**config.mk**
```make
export PLATFORM = sky130hd
export DESIGN_NAME = sat_counter
export DESIGN_NICKNAME = d
export VERILOG_FILES = /design/src/rtl/sat_counter.sv
export SDC_FILE = /design/constraint.sdc
export NUM_CORES = 1
export LEC_CHECK = 0
export ABC_AREA = 1
export BUFFER_PORTS_ARGS = -buffer_cell sky130_fd_sc_hd__buf_2
export CORE_MARGIN = 2
export CORE_UTILIZATION = 53
export DETAILED_ROUTE_END_ITERATION = 16
export GPL_ROUTABILITY_DRIVEN = 0
export PLACE_DENSITY_LB_ADDON = 0.05
export SYNTH_ARGS = -nofsm -noshare
export SYNTH_HDL_FRONTEND = slang
export SYNTH_SLANG_ARGS = --single-unit
```
**constraint.sdc**
```tcl
create_clock -name clk -period 2.03 [get_ports clk]
set_clock_uncertainty 0.1 [all_clocks]
set_input_delay 0 -clock clk [delete_from_list [all_inputs] [get_ports clk]]
set_output_delay 0 -clock clk [all_outputs]
set_load 0.02 [all_outputs]
```
**src/rtl/sat_counter.sv**
```systemverilog
// Saturating up-counter with synchronous clear.
// Holds at all-ones once reached.
module sat_counter #(
  parameter int W = 16
) (
  input  logic         clk,
  input  logic         rst_n,
  input  logic         clr,
  input  logic         inc,
  output logic [W-1:0] count
);

  logic [W-1:0] cnt_q;
  logic [W-1:0] cnt_d;

  // Next count: clear first, then increment unless saturated.
  always_comb begin
    cnt_d = cnt_q;
    if (clr) begin
      cnt_d = '0;
    end else if (inc && (cnt_q != '1)) begin
      cnt_d = cnt_q + W'(1);
    end
  end

  // Count register.
  always_ff @(posedge clk or negedge rst_n) begin
    if (!rst_n) cnt_q <= '0;
    else        cnt_q <= cnt_d;
  end

  assign count = cnt_q;

endmodule

```
Word-level counts from Yosys, hierarchy flattened
Cells that the tools add are included.
{"block": "op_classes", "add_sub_neg": 1, "eq_ne": 1, "muxes": 2, "n_reduce_logical": 2}
{"op": "$mux 16", "count": 2}
{"op": "$add 16x1->16 const B", "count": 1}
{"op": "$ne 16x16->1 const B", "count": 1}
{"op": "$reduce_bool 2->1", "count": 1}
{"op": "$logic_and 1x1->1", "count": 1}
{"block": "totals", "reg_bits": 16, "inputBits": 4, "out_inout_bits": 16, "wordCells": 7}

Longest topological paths before layout
Gate-level depths: netlist of run 1.
{"block": "depth", "ltp_word": 4, "ltp_mapped": 10, "depth_no_buf": 9}

Least setup slack after synthesis of run 1
OpenSTA, ideal clock, no wires.
{"block": "synth_path", "path_type": "reg2reg", "start": "register cnt_q[1] (netlist: count[1])", "end": "register cnt_q[7] (netlist: count[7])", "setup_ps": 66, "arrival_time_ps": 1548, "required_ps": 1864, "slack_ps": 315, "stages_incl_launch_ff": 11, "n_path_buf": 1, "period_less_slack_ps": 1715, "cell_sequence": "dfrtp_1 ha_1 nand2_2 nor2_4 nand2_4 o21ai_4 nand2_4 inv_4 buf_12 nand2_1 nand2_1"}
{"block": "synth_between", "elab_chain_len": 3, "elab_cells_between_ends": 6, "cone_classes": "add/sub: 1; eq/ne: 1; mux: 2; reduce/logical: 2"}
{"item": "start: declaration", "line": "13", "rtl": "logic [W-1:0] cnt_q;"}
{"item": "start signal: assignment", "line": "29", "rtl": "else cnt_q <= cnt_d;"}
{"item": "$add 16x1->16 or $ne 16x16->1 (tied branches)", "line": "22, 21"}
{"item": "$mux 16 or $logic_and 1x1->1 (tied branches)", "line": "21", "rtl": "end else if (inc && (cnt_q != '1)) begin"}
{"item": "$mux 16 or $reduce_bool 2->1 (tied branches)"}
Several ways; a longest one is shown, not always the timed one. The select of a mux whose other input is x is not followed.
A chain may end at the register's enable or synchronous reset.

Worst setup path in the final report of run 1
{"block": "layout_path", "start": "register cnt_q[0] (netlist: count[0])", "end": "register cnt_q[10] (netlist: count[10])"}
Same word-level chain as after synthesis.

==> impl_results.md, run 1 <==
* Outcome: finished clean
* Post-Syn Instances at 144
* Netlist Area Pre-Place at 1040 sq um
* Final WS setup at 0.162 ns
* # nets final at 174
* Sw frac at 25.7%
* Worst skew pair latency at 0.29 ns
* Largest register FFs at 16
* Core area at 1900 sq um
* Vias in the first global route at 812
* Hold_ws at 0.0360 ns
* Number of synthesized flops with an enable pin at 0
* Worst hold path class: in2async
* Max-cap violations at 0
* P_sw at 0.141 mW
* DRC errors left at 0
* Top Metal Used: met4
* Relative slew slack at 64.5%
* Pleak at 0.637 nW
* Count leader, synth: nand2_1
* Yosys warnings at 0
* Post-synth top area share at 38.6%
* Layout cells sized above 1 at 20.4%
* Num rows at 16
* Async SR Flop Fraction at 100%
* Num ports at 20
* Detailed Place HPWL at 1720 microns
* Die Wd at 48.2 microns
* Area delta synth->final at 15.7%
* M1 wire length at 1180 microns
* Wire length on met3 at 83 microns
* Worst setup SP type: flop
* Initial DRC Count at 30
* Routed via count at 1007
* Mapped Avg Cell Area at 7.20 sq um
* Power density over the cells at 456 nW/um^2
* H-tree depth at 1
* First-pass GRT wire length at 3620 microns
* Largest net degree at the start of global routing at 17
* Max Clk Rate at 535 MHz
* Via-to-Cell Ratio at 5.19
* Die H at 48.2 microns
* # setup viols final at 0
* CTS max path bufs at 2
* Top post-synthesis cells by area: dfrtp_1, nand2_1, nand3_1, nand4_1, nor2_1
* CTS Root Cell: clkbuf_4
* Final Max Tran Viols at 0
* Clock power frac at 31.0%
* Seq pwr share at 59.5%
* Register area share after synthesis at 38.6%
* Slew of the pin with the lowest slew margin at 0.532 ns
* Drt first pass iters at 5
* Wire length on met2 at 1030 microns
* Final Cycle Share at 92.0%
* Global-route usage over all layers at 22.5%
* Port bufs at 19
* Max FO, Critical Path at 13
* Clock sinks at 16
* Total global routing overflow at 0
* CP Data Required Time at 2.15 ns
* Final WL at 2330 microns
* Logic pwr share at 9.5%
* Seq cells post-synth at 16
* Synth area leader: dfrtp_1
* Crit path time final at 1.87 ns
* WP data arrival at 1.99 ns
* Initial Util at 54.5%
* Initial antenna violation count at 0
* Synth unique cells at 23
* Setup Crit Path Kind: reg2reg
* Diodes inserted at 0
* RSZ-0062 raised after global routing: no
* Post-synth top cells: nand2_1, dfrtp_1, nor2_1
* Syn Nets at 149
* DP Worst Slack at -0.0739 ns
* Full die area at 2330 sq um
* Worst vdd ir at 0.000310 V
* CTS tree: yes
* Final cell count without fillers at 194
* Placed Cells incl. Taps at 188
* Routed WL per cell at 12.0 microns
* Clock-pin transition on the worst setup and hold timing paths at 0.10 ns
* Int Pwr at 0.406 mW
* Fin. Hold Viols at 0
* Number of CTS-inserted buffers at 3
* Endpoint class of the critical path: flop
* Main flop type after synthesis: dfrtp_1
* Antenna Nets Post-Route at 0
-- power groups by stage --
stage	clock, mW	combinational, mW	sequential, mW
global route	0.190	0.0567	0.326
floorplan	0	0.0274	0.336
finish	0.170	0.0518	0.326
detailed placement	0	0.0469	0.332
global placement	0	0.0465	0.332
CTS	0.173	0.0519	0.326
-- area by class of cell --
| cell class | instances | area, sq um |
|---|---|---|
| fill | 177 | 702 |
| inverter | 13 | 51.3 |
| tap | 27 | 33.8 |
| sequential | 16 | 400 |
| timing repair buffer | 23 | 133 |
| multi-input combinational | 112 | 559 |
| clock buffer | 3 | 22.5 |
-- placed cells by master, fill, tap and decap left out, types with 2 or more instances in the layout --
| master | instances |
|---|---|
| xnor2_1 | 2 |
| xor2_1 | 3 |
| buf_2 | 19 |
| clkbuf_4 | 3 |
| nand2_4 | 2 |
| nand3_1 | 12 |
| o21ai_0 | 4 |
| dfrtp_1 | 16 |
| nand2_2 | 2 |
| o21bai_1 | 2 |
| nor2_1 | 13 |
| inv_1 | 11 |
| nor2_4 | 2 |
| dlygate4sd3_1 | 3 |
| nand2_1 | 55 |
| nand4_1 | 9 |
-- worst paths after layout --
| path | from | end | slack [ns] | cells after the start |
|---|---|---|---|---|
| max | count[0] | count[10] | 0.16 | 8 |
| min | rst_n | count[13] | 0.04 | 2 |
| max reg2reg | count[0] | count[10] | 0.16 | 8 |
| min reg2reg | count[14] | count[14] | 0.45 | 2 |
| max in group asynchronous | rst_n | count[12] | 1.51 | 2 |
| min in group clk | clr | count[4] | 0.42 | 5 |
-- worst max-delay path, cell delays in order, from the launching register on --
cell and delay, ns:
dfrtp_1 0.42, ha_1 0.23, nand2_2 0.11, nor2_4 0.06, nand2_4 0.09, nor2_1 0.06, nor2_2 0.42, nand4_1 0.19
nand2_1 0.12
-- per-stage QoR --
step	area (sq um)	util (%)	total power [mW]	setup TNS (ns)
after global placement	1140	60.2	0.378	0
after CTS	1200	63.1	0.551	0
final	1200	63.1	0.547	0
after floorplan	1040	-	0.363	0
after detailed placement	1140	60.2	0.379	-0.103
after global routing	1200	63.1	0.573	0
-- per-layer routing --
layer  track usage, %  vias up
met4             8.65        0
met5                0        -
met2             32.4       23
li1                 -      509
met3             3.33        5
met1             33.7      470
-- repair_timing --
item,CTS,global route
buffers inserted,0,0
gates resized for setup,1,0
hold buffers,3,0
endpoints found under the setup margin,7,0
endpoints found under the hold margin,21,0
-- kinds of logic (layout without fill, tap and decap cells) --
kind of cell | Yosys count | count (layout) | synth area share (%)
xor gates and xnor gates | 5 | 5 | 4.22
and+or+nand+nor | 98 | 98 | 42.8
buffers and inverters | 16 | 39 | 7.72
DFF | 16 | 16 | 38.6
AOI/OAI and AO/OA | 8 | 8 | 5.43
adders and majority gates | 1 | 1 | 1.21
Power figures use the tool's default switching activity.
==> run 2: changes to the inputs <==
--- a/config.mk
+++ b/config.mk
@@ -8,7 +8,7 @@
 export ABC_AREA = 1
 export BUFFER_PORTS_ARGS = -buffer_cell sky130_fd_sc_hd__buf_2
 export CORE_MARGIN = 2
-export CORE_UTILIZATION = 53
+export CORE_UTILIZATION = 27
 export DETAILED_ROUTE_END_ITERATION = 16
 export GPL_ROUTABILITY_DRIVEN = 0
 export PLACE_DENSITY_LB_ADDON = 0.05
==> constraint.sdc (replaced) <==
create_clock -name clk -period 1.72 [get_ports clk]
set_clock_uncertainty 0.1 [all_clocks]
set_input_delay 0 -clock clk [delete_from_list [all_inputs] [get_ports clk]]
set_output_delay 0 -clock clk [all_outputs]
set_load 0.02 [all_outputs]
==> impl_results.md, run 2 (synthesis results as in run 1) <==
* Outcome: finished clean
* Endpoint class of the critical path: flop
* Largest register FFs at 16 (unchanged)
* Num ports at 20 (unchanged)
* Crit-path slowest cell: dfrtp_1
* Commonest non-fill, non-tap cells in the layout: nand2_1, buf_2, dfrtp_1
* Slowest Stage Delay on Critical Path at 0.40 ns (-0.02 ns)
* P_sw at 0.191 mW (+36%)
* Antenna Nets Post-Route at 0 (unchanged)
* Full die area at 4350 sq um (+87%)
* Worst r2r path cells at 9 (+1)
* Top Family by Delay on Critical Path: simple AND/OR/NAND/NOR gates
* # nets final at 181 (+4.0%)
* Clock-pin transition on the worst setup and hold timing paths at 0.06 ns (-0.04 ns)
* CTS tree: yes
* Routed WL per cell at 11.8 microns (-1.8%)
* Final Cycle Share at 92.3% (+0.32 points)
* Fin. Hold Viols at 0 (unchanged)
* CTS max path bufs at 2 (unchanged)
* WP depth at 9 (+1)
* Drt first pass iters at 4 (-1)
* Worst setup SP type: flop
* WP data arrival at 1.68 ns (-0.31 ns)
* Seq pwr share at 48.0% (-12 points)
* Fillers at 404 (+130%)
* Slew of the pin with the lowest slew margin at 0.518 ns (-0.0139 ns)
* Max Clk Rate at 630 MHz (+18%)
* Power density over the cells at 606 nW/um^2 (+33%)
* Worst skew pair latency at 0.26 ns (-0.03 ns)
* Worst hold path class: in2reg
* Routed via count at 1003 (-0.40%)
* Initial Util at 28.1% (-26 points)
* Die H at 66.0 microns (+37%)
* DRC errors left at 0 (unchanged)
* Relative slew slack at 65.4% (+0.93 points)
* Die Wd at 66.0 microns (+37%)
* Max FO, Critical Path at 8 (-5)
* Cell mode on critical path: nor2_1
* Area delta synth->final at 27.0%
* Commonest non-fill, non-tap cell in the layout: nand2_1
* Initial antenna violation count at 0 (unchanged)
* Worst vdd ir at 0.000328 V (+5.6%)
* Initial DRC Count at 44 (+47%)
* Detailed Place HPWL at 2020 microns (+17%)
* R2R setup slack at 0.13 ns (-0.03 ns)
* Worst R2R Start: count[0]
* Diodes inserted at 0 (unchanged)
* Port bufs at 19 (unchanged)
* Worst-path cell chain: ha_1 -> nand2_2 -> nor2_4 -> nand2_4 -> nor2_1 -> nor2_1 -> buf_4 -> nand4_1 -> nand2_1
* Sw frac at 24.0% (-1.7 points)
* Final Max Tran Viols at 0 (unchanged)
* Post-Route Setup TNS at 0 ns (unchanged)
* Total global routing overflow at 0 (unchanged)
* Clock power frac at 43.4% (+12 points)
* Pleak at 0.691 nW (+8.5%)
* Int Pwr at 0.606 mW (+49%)
* Setup Crit Path Kind: reg2reg
* Buf/Inv on CP at 1 (+1)
* Global-route usage over all layers at 13.8% (-8.7 points)
* CP Data Required Time at 1.81 ns (-0.34 ns)
* Hold Startpoint: inc
* Num rows at 22 (+6)
* First-pass GRT wire length at 4510 microns (+25%)
* Via-to-Cell Ratio at 4.50 (-13%)
* Crit path time final at 1.59 ns (-0.280 ns)
* Worst setup path end: count[2]
* Logic pwr share at 8.5% (-1.0 points)
* Final WL at 2630 microns (+13%)
* Hold_ws at 0.0205 ns (-0.0155 ns)
* Clock sinks at 16 (unchanged)
* # setup viols final at 0 (unchanged)
* Max-cap violations at 0 (unchanged)
* Worst flop-to-flop path endpoint: count[2]
* CTS Root Cell: clkbuf_8
* Layout cells sized above 1 at 25.1% (+4.8 points)
* H-tree depth at 1 (unchanged)
* Largest net degree at the start of global routing at 17 (unchanged)
* Worst setup path start: count[0]
* Core area at 3690 sq um (+94%)
* Vias in the first global route at 905 (+11%)
* Number of CTS-inserted buffers at 3 (unchanged)
[run 2: layer usage]
metal  vias up  share of wire, %  track usage, %  wire, microns
li1        520                 -               -              -
met1       452                48            18.2           1260
met2        26                45            21.6           1190
met3         5               4.6            2.04            121
met4         0               2.0            7.65             52
met5         -                 0               0              0
[run 2: tightest hold or removal path: stages]
cell     delay (ns)
buf_2          0.12
o21ai_4        0.07
nand2_4        0.09
o21ai_2        0.06
[run 2: area by class of cell]
type / instances / area, sq um / share of cell area [%]
Clock buffer: 4 / 55.1 / 4.18
Inverter: 13 / 53.8 / 4.08
Multi-Input combinational cell: 112 / 566 / 42.9
Sequential cell: 16 / 400 / 30.4
Tap cell: 48 / 60.1 / 4.56
Timing Repair Buffer: 30 / 183 / 13.9
[run 2: repair_timing]
item,in CTS,in global routing
hold endpoints to repair,19,0
hold buffers,2,0
setup endpoints to repair,0,7
gates resized for setup,0,4
buffers inserted,0,1
[run 2: how the worst min path moves through the flow]
stage          endpoint  slack [ns]  cells past startpoint
2_1_floorplan  count[0]       -0.40                      0
3_3_place_gp   count[5]       -0.15                      1
3_5_place_dp   count[5]       -0.15                      1
4_1_cts        count[3]        0.03                      4
5_1_grt        count[0]        0.04                      4
6_report       count[0]        0.02                      4
[run 2: power by group through the flow]
stage          clock, mW  sequential, mW  combinational, mW
2_1_floorplan          0           0.397             0.0324
3_3_place_gp           0           0.391             0.0645
3_5_place_dp           0           0.391             0.0648
4_1_cts            0.353           0.383             0.0682
5_1_grt            0.380           0.384             0.0769
6_report           0.346           0.383             0.0682
[run 2: through the flow]
step           power [mW]  instances  area (sq um)  setup WS [ns]  utilization (%)
2_1_floorplan       0.429        144          1040        0.00508                -
6_report            0.798        223          1320          0.132             35.7
4_1_cts             0.804        222          1300         0.0875             35.2
3_3_place_gp        0.455        216          1220         0.0781             33.2
5_1_grt             0.841        223          1320       -0.00430             35.7
3_5_place_dp        0.455        216          1220          0.102             33.2
==> run 3: changes to the inputs <==
--- a/config.mk
+++ b/config.mk
@@ -8,7 +8,7 @@
 export ABC_AREA = 1
 export BUFFER_PORTS_ARGS = -buffer_cell sky130_fd_sc_hd__buf_2
 export CORE_MARGIN = 2
-export CORE_UTILIZATION = 27
+export CORE_UTILIZATION = 45
 export DETAILED_ROUTE_END_ITERATION = 16
 export GPL_ROUTABILITY_DRIVEN = 0
 export PLACE_DENSITY_LB_ADDON = 0.05
==> impl_results.md, run 3 (synthesis results as in run 1) <==
* Outcome: finished clean
* Worst flop-to-flop path endpoint: count[2]
* Crit-path slowest cell: dfrtp_1
* Die Wd at 52.0 microns (-21%)
* Total global routing overflow at 0 (unchanged)
* Slowest Stage Delay on Critical Path at 0.42 ns (+0.02 ns)
* Via-to-Cell Ratio at 5.03 (+12%)
* Overall power at 0.707 mW (-11%)
* Commonest non-fill, non-tap cell in the layout: nand2_1
* Final Cycle Share at 92.8% (+0.52 points)
* Wire length on met2 at 1050 microns (-12%)
* Routed via count at 1016 (+1.3%)
* Layout cells sized above 1 at 23.6% (-1.6 points)
* Max FO, Critical Path at 11 (+3)
* Clock-pin transition on the worst setup and hold timing paths at 0.10 ns (+0.04 ns)
* M1 wire length at 1170 microns (-7.5%)
* Die H at 52.0 microns (-21%)
* Num rows at 17 (-23%)
* Setup Crit Path Kind: reg2reg
* Area of the multi-input gates at 559 sq um (-1.1%)
* Drt first pass iters at 3 (-1)
* Fillers at 213 (-47%)
* Vias in the first global route at 935 (+3.3%)
* Full die area at 2710 sq um (-38%)
* # nets final at 180 (-0.55%)
* Area delta synth->final at 22.1%
* R2R setup slack at 0.12 ns (about the same)
* Worst r2r path cells at 9 (unchanged)
* Relative slew slack at 68.9% (+3.5 points)
* Top Metal Used: met4
* Final WL at 2300 microns (-12%)
* CTS max path bufs at 2 (unchanged)
* Diodes inserted at 0 (unchanged)
* Worst-path cell chain: ha_1 -> nand2_2 -> nor2_4 -> nand2_4 -> nor2_1 -> nor2_2 -> buf_6 -> nand4_1 -> nand2_1
* H-tree depth at 1 (unchanged)
* Hold_ws at 0.0492 ns (+0.0287 ns)
* WP data arrival at 1.74 ns (+0.06 ns)
* Worst setup path start: count[0]
* Max Clk Rate at 626 MHz (-0.56%)
* Endpoint class of the critical path: flop
* Worst setup SP type: flop
* Worst setup path end: count[2]
* Initial Util at 47.3% (+19 points)
* Worst hold path class: in2async
* Initial antenna violation count at 0 (unchanged)
* Register Area at 400 sq um (unchanged)
* Fin. Hold Viols at 0 (unchanged)
* # setup viols final at 0 (unchanged)
* Post-Route Setup TNS at 0 ns (unchanged)
* CTS Root Cell: clkbuf_4
* Total setup buffers inserted after CTS at 0 (unchanged)
* Worst vdd ir at 0.000454 V (+39%)
* Wire length on met3 at 61 microns (-50%)
* Max-cap violations at 0 (unchanged)
* Initial DRC Count at 6 (-86%)
* Final Max Tran Viols at 0 (unchanged)
* Final WS setup at 0.123 ns (-0.00887 ns)
* Power density over the cells at 559 nW/um^2 (-7.7%)
* Global-route usage over all layers at 20.0% (+6.1 points)
* Detailed Place HPWL at 1730 microns (-14%)
* Number of CTS-inserted buffers at 3 (unchanged)
* DRC errors left at 0 (unchanged)
* Routed WL per cell at 11.4 microns (-3.3%)
* Largest register FFs at 16 (unchanged)
* Slew of the pin with the lowest slew margin at 0.466 ns (-0.0521 ns)
* CTS tree: yes
* RSZ-0062 raised after global routing: no
* Crit path time final at 1.60 ns (+0.00887 ns)
* Commonest non-fill, non-tap cells in the layout: nand2_1, buf_2, dfrtp_1
* CP Data Required Time at 1.86 ns (+0.05 ns)
* Port bufs at 19 (unchanged)
* Worst R2R Start: count[0]
* First-pass GRT wire length at 4000 microns (-11%)
* Worst skew pair latency at 0.29 ns (+0.03 ns)
* Pleak at 0.676 nW (-2.1%)
* Antenna Nets Post-Route at 0 (unchanged)
* DP Worst Slack at 0.109 ns (+0.00747 ns)
* Core area at 2190 sq um (-41%)
* Largest net degree at the start of global routing at 17 (unchanged)
* Num ports at 20 (unchanged)
* Clock sinks at 16 (unchanged)
run 3: metrics by stage:
step           instance area [sq um]  util (%)  instances
6_report                        1270      57.8        202
3_3_place_gp                    1190      54.4        195
5_1_grt                         1270      57.8        202
3_5_place_dp                    1190      54.4        195
4_1_cts                         1260      57.4        202
2_1_floorplan                   1040         -        144
run 3: per-layer routing:
layer / up-vias / GRT usage, %
li1: 526 / -
met5: - / 0
met1: 470 / 26.9
met2: 16 / 31.6
met3: 4 / 2.87
met4: 0 / 8.77
run 3: final cells by class:
type                    count  area share, %
clock buffers               4           2.87
repair buffers             29           14.3
flip-flops and latches     16           31.6
multi-input cells         112           44.2
inverters                  13           4.25
well taps                  28           2.77
run 3: worst min-delay path by stage:
stage / start / slack (ns) / endpoint / cells after the start
floorplan: rst_n / -0.40 / count[0] / 0
global placement: rst_n / -0.16 / count[5] / 1
detailed placement: rst_n / -0.16 / count[5] / 1
CTS: rst_n / 0.05 / count[5] / 2
global route: rst_n / 0.09 / count[4] / 2
finish: rst_n / 0.05 / count[4] / 2
run 3: what timing repair did:
| item | in CTS | in global routing |
|---|---|---|
| setup endpoints to repair | 0 | 11 |
| hold endpoints to repair | 21 | 0 |
| resized for setup | 0 | 3 |
| hold buffers | 3 | 0 |
run 3: report_power, final:
part / total (mW) / switching, mW / internal (mW)
Combinational: 0.0685 / 0.0441 / 0.0244
Sequential: 0.384 / 0.00371 / 0.380
Clock: 0.255 / 0.126 / 0.129
run 3: worst max-delay path, delay by kind of cell (launching register included):
kind          cells  cell delay (ns)
simple gates      7             0.63
buf+inv           1             0.16
flops             1             0.42
fa+ha+maj         1             0.23
